<file path="config.mk">
export PLATFORM = sky130hd
export DESIGN_NAME = alu_mul_sequencer
export DESIGN_NICKNAME = d
export VERILOG_FILES = /design/src/rtl/alu_mul_sequencer.sv
export SDC_FILE = /design/constraint.sdc
export NUM_CORES = 1
export LEC_CHECK = 0
export CAP_MARGIN = 20
export CORE_MARGIN = 5
export CORE_UTILIZATION = 63
export DETAILED_ROUTE_END_ITERATION = 7
export DONT_BUFFER_PORTS = 1
export GPL_ROUTABILITY_DRIVEN = 0
export GPL_TIMING_DRIVEN = 0
export MAX_ROUTING_LAYER = met4
export PLACE_DENSITY = 0.79
export SLEW_MARGIN = 25
export SYNTH_ARGS = -nofsm -noshare
export SYNTH_HDL_FRONTEND = slang
export SYNTH_SLANG_ARGS = --single-unit
export TNS_END_PERCENT = 100
</file>
<file path="constraint.sdc">
create_clock -name Clock -period 1.97 [get_ports Clock]
set_input_delay 0.394 -clock Clock [delete_from_list [all_inputs] [get_ports Clock]]
set_output_delay 0.394 -clock Clock [all_outputs]
set_load 0.01 [all_outputs]
</file>
<file path="src/rtl/alu_mul_sequencer.sv">
// alu_mul_sequencer: shift-and-add multiplier that borrows the shared ALU for its add steps
module alu_mul_sequencer #(
  parameter int WIDTH = 16,
  parameter logic [3:0] ADD_OP = 4'b0010
) (
  input  logic             Clock,
  input  logic             Reset,
  input  logic             Start,
  input  logic [WIDTH-1:0] A,
  input  logic [WIDTH-1:0] B,
  output logic             Busy,
  output logic             Done,
  output logic [WIDTH-1:0] Result,
  output logic             AluReq,
  output logic [3:0]       ALUControl,
  output logic [WIDTH-1:0] AluA,
  output logic [WIDTH-1:0] AluB,
  input  logic [WIDTH-1:0] ALUOut
);
  typedef enum logic [2:0] {IDLE, TEST, ADD, SHIFT, DONE} state_t;
  state_t state, state_n;
  logic [WIDTH-1:0] product, mcand, mplier;
  // State register and datapath; Result is loaded on entry to DONE so it is valid while Done is high
  always_ff @(posedge Clock) begin
    if (Reset) begin
      state   <= IDLE;
      product <= '0;
      mcand   <= '0;
      mplier  <= '0;
      Result  <= '0;
    end else begin
      state <= state_n;
      if (state == IDLE && Start) begin
        mcand   <= A;
        mplier  <= B;
        product <= '0;
      end
      if (state == ADD) product <= ALUOut;
      if (state == SHIFT) begin
        mcand  <= mcand << 1;
        mplier <= mplier >> 1;
      end
      if (state == TEST && mplier == '0) Result <= product;
    end
  end
  // Next state and Moore outputs; ALU ports are only driven during ADD
  always_comb begin
    state_n = (state == IDLE)  ? (Start ? TEST : IDLE) :
              (state == TEST)  ? ((mplier == '0) ? DONE : (mplier[0] ? ADD : SHIFT)) :
              (state == ADD)   ? SHIFT :
              (state == SHIFT) ? TEST : IDLE;
    Busy       = state != IDLE;
    Done       = state == DONE;
    AluReq     = state == ADD;
    ALUControl = AluReq ? ADD_OP : 4'b0000;
    AluA       = AluReq ? product : '0;
    AluB       = AluReq ? mcand : '0;
  end
endmodule

</file>
==> run summary <==
Count of pins over their slew limit: 0
Post-synthesis cell count: 379
Fmax: 509 MHz
Final WS setup: 6.64 ps
Critical-path cell list: or3b_1 > buf_6 > clkinv_8 > clkbuf_16 > and2_4
Clk pin slew, worst setup/hold paths: 70 ps
Seq cells post-synth: 67
Pin count of the biggest net entering global routing: 12
Initial antenna violation count: 0
Core Area: 4790 um2
Routed Antenna Nets: 0
Pre-CTS setup slack: -99.7 ps
Worst reg2reg setup slack: 110 ps
Via density: 5.69
Total GRT Usage: 0.248
Reg2Reg Depth: 7
Critical Path Fanout Max: 7
Status: completed
Die Y: 80.6 um
GR met1 Demand/Resource: 0.302
Layout area overhead: 18.2%
Layout cells sized above 1: 0.211
Total number of vias: 2,702
Die width: 80.6 um
Worst-path cell with the longest stage delay: or3b_1
Cell family with most CP delay: simple AND/OR/NAND/NOR gates
GR Layer Usage met2: 0.393
WS Path Type: register to primary output
Register area share after synthesis: 0.427
CP bufs+invs: 3
Cell area power density: 1140 nW/um2
DP HPWL: 5250 um
Row cnt: 25
Initial core utilization: 0.656
Flop pwr share: 0.416
Drt drc: 0
Die Footprint: 6500 um2
Max Cap Viol: 0
Area post-placement: 3230 um2
Int Pwr: 2.79 mW
Req. time, crit path: 1580 ps
CP arrival: 1570 ps
Clock tree buffer depth: 2
GR Overflow Total: 0
Final setup viols: 0
N_diodes: 0
Number of nets in the layout: 454
Number of CTS-inserted buffers: 9
Hold_ws: 182 ps
CP startpoint kind: register
Sw power: 1.43 mW
Most frequent cells in the layout: nand2_1, dfxtp_1, nand2b_1
Reg-to-Reg End: mcand[2]
Clock share of power: 0.267
Final core utilization: 0.776
Comb pwr share: 0.317
Busiest layer in global routing: met2
Iter 0 DRT Violations: 140
CTS sink count: 67
Most common cell after layout, fill and taps aside: nand2_1
Number of global-route vias before repair: 2,590
Clock Skews: 7.11 ps
TritonCTS clock tree: done
Hold crit path type: primary input to register
First-pass GRT wire length: 12,300 um
Met3 Use GR: 0.0639
Max incr delay on CP: 380 ps
Hold EP: product[0]
Maximum vdd drop: 0.806 mV
Drt first pass iters: 5
Hold_sp: ALUOut[0]
Hold Crit Depth: 2
Period utilization: 0.997
Worst-skew pair later-pin latency: 340 ps
Net Sw Frac: 0.339
Final WL: 7780 um
Hold Fails Final Rpt: 0
Post-route cell area: 3710 um2
Reg-to-Reg Start: state[2]
Root Driver: clkbuf_8
Netlist Area Pre-Place: 3140 um2
Port Buffers: 0
Overall Power: 4.22 mW
Synth Warn #: 0
Min Clock Period, post-route: 1960 ps
CTS H-tree depth: 3
CP endpoint kind: primary output
I/O pins: 106
Post-Syn Area per Cell: 8.29 um2
Lkg Pwr: 1.38 nW
RSZ-0062 raised after global routing: yes
Routed length per instance: 16.4 um
Post-synth cell types: 33
[power by group through the flow]
stage	clock network [mW]	logic [mW]	registers (mW)
finish	1.13	1.34	1.76
global route	1.21	1.47	1.79
CTS	1.14	1.31	1.75
detailed placement	0	1.06	1.78
global placement	0	1.04	1.78
floorplan	0	0.858	1.74
[per-layer routing]
layer / vias to the layer above / part of all wire / routed length, um
li1: 1322 / - / -
met1: 1285 / 0.42 / 3300
met2: 84 / 0.49 / 3790
met3: 11 / 0.073 / 571
met4: 0 / 0.016 / 122
met5: - / 0 / 0
[worst max path at each step]
stage,start,to,cells past startpoint
floorplan,state[2],AluB[10],6
global placement,state[2],AluB[13],6
detailed placement,state[2],AluB[13],6
CTS,state[0],AluB[2],5
global route,state[0],AluB[8],5
finish,state[0],AluB[14],5
[cells by family after synthesis]
group | count (synthesis) | share of synthesized area
AND/OR/NAND/NOR | 205 | 0.336
flip-flops | 67 | 0.427
multiplexers | 18 | 0.0573
other | 1 | 0.00119
AO/OA/AOI/OAI | 49 | 0.116
buffers and inverters | 39 | 0.0629
[final cells by class]
type,instances,area (um2)
Multi-Input combinational cell,275,1690
Sequential cell,67,1350
Fill cell,355,1070
Buffer,33,246
Clock buffer,11,141
Timing Repair Buffer,13,118
Tap cell,67,83.8
Clock inverter,5,52.6
Inverter,4,27.5
[through the flow]
stage / TNS [ps] / cells
2_1_floorplan: 0 / 381
3_3_place_gp: -1480 / 448
3_5_place_dp: -1560 / 448
4_1_cts: -525 / 471
5_1_grt: -665 / 475
6_report: 0 / 475
[flip-flops by register name, indices dropped and copies added (netlist names)]
signal and count:
mcand 16, state 3, Result 16, mplier 16, product 16
[synthesized netlist by cell type]
| master | instances | area (um2) |
|---|---|---|
| nor3_2 | 1 | 10.0 |
| nor2_2 | 1 | 6.26 |
| nor4_1 | 1 | 6.26 |
| conb_1 | 1 | 3.75 |
| dfxtp_1 | 67 | 1340 |
| buf_2 | 4 | 20.0 |
| nand3b_1 | 1 | 7.51 |
| nor4_2 | 3 | 37.5 |
| a21oi_1 | 17 | 85.1 |
| nor3b_1 | 1 | 7.51 |
| nand2b_1 | 34 | 213 |
| nand3_1 | 16 | 80.1 |
| clkbuf_1 | 22 | 82.6 |
| nand2_1 | 77 | 289 |
| and2_1 | 32 | 200 |
| mux2i_1 | 18 | 180 |
| nor4_4 | 1 | 21.3 |
| nor3_1 | 2 | 10.0 |
| buf_1 | 1 | 3.75 |
| nor3_4 | 1 | 16.3 |
| buf_12 | 1 | 20.0 |
| inv_2 | 2 | 7.51 |
| buf_4 | 6 | 45.0 |
| nor2_1 | 30 | 113 |
| a311oi_1 | 30 | 263 |
| buf_6 | 1 | 11.3 |
| nand4_2 | 1 | 12.5 |
| a211oi_1 | 1 | 7.51 |
| and3b_1 | 1 | 8.76 |
| or3b_1 | 1 | 8.76 |
| a2111oi_0 | 1 | 8.76 |
| or2b_1 | 1 | 7.51 |
| inv_1 | 2 | 7.51 |
[timing repair]
| action | 4_1_cts | 5_1_grt |
|---|---|---|
| endpoints found under the setup margin | 34 | 43 |
| pin swaps | 13 | 1 |
| endpoints found under the hold margin | 0 | 0 |
| hold buffers | 0 | 0 |
| gates cloned | 3 | 0 |
| gates resized for setup | 58 | 2 |
| buffers inserted | 6 | 4 |
Note: power is estimated with default switching activity, not from simulation.
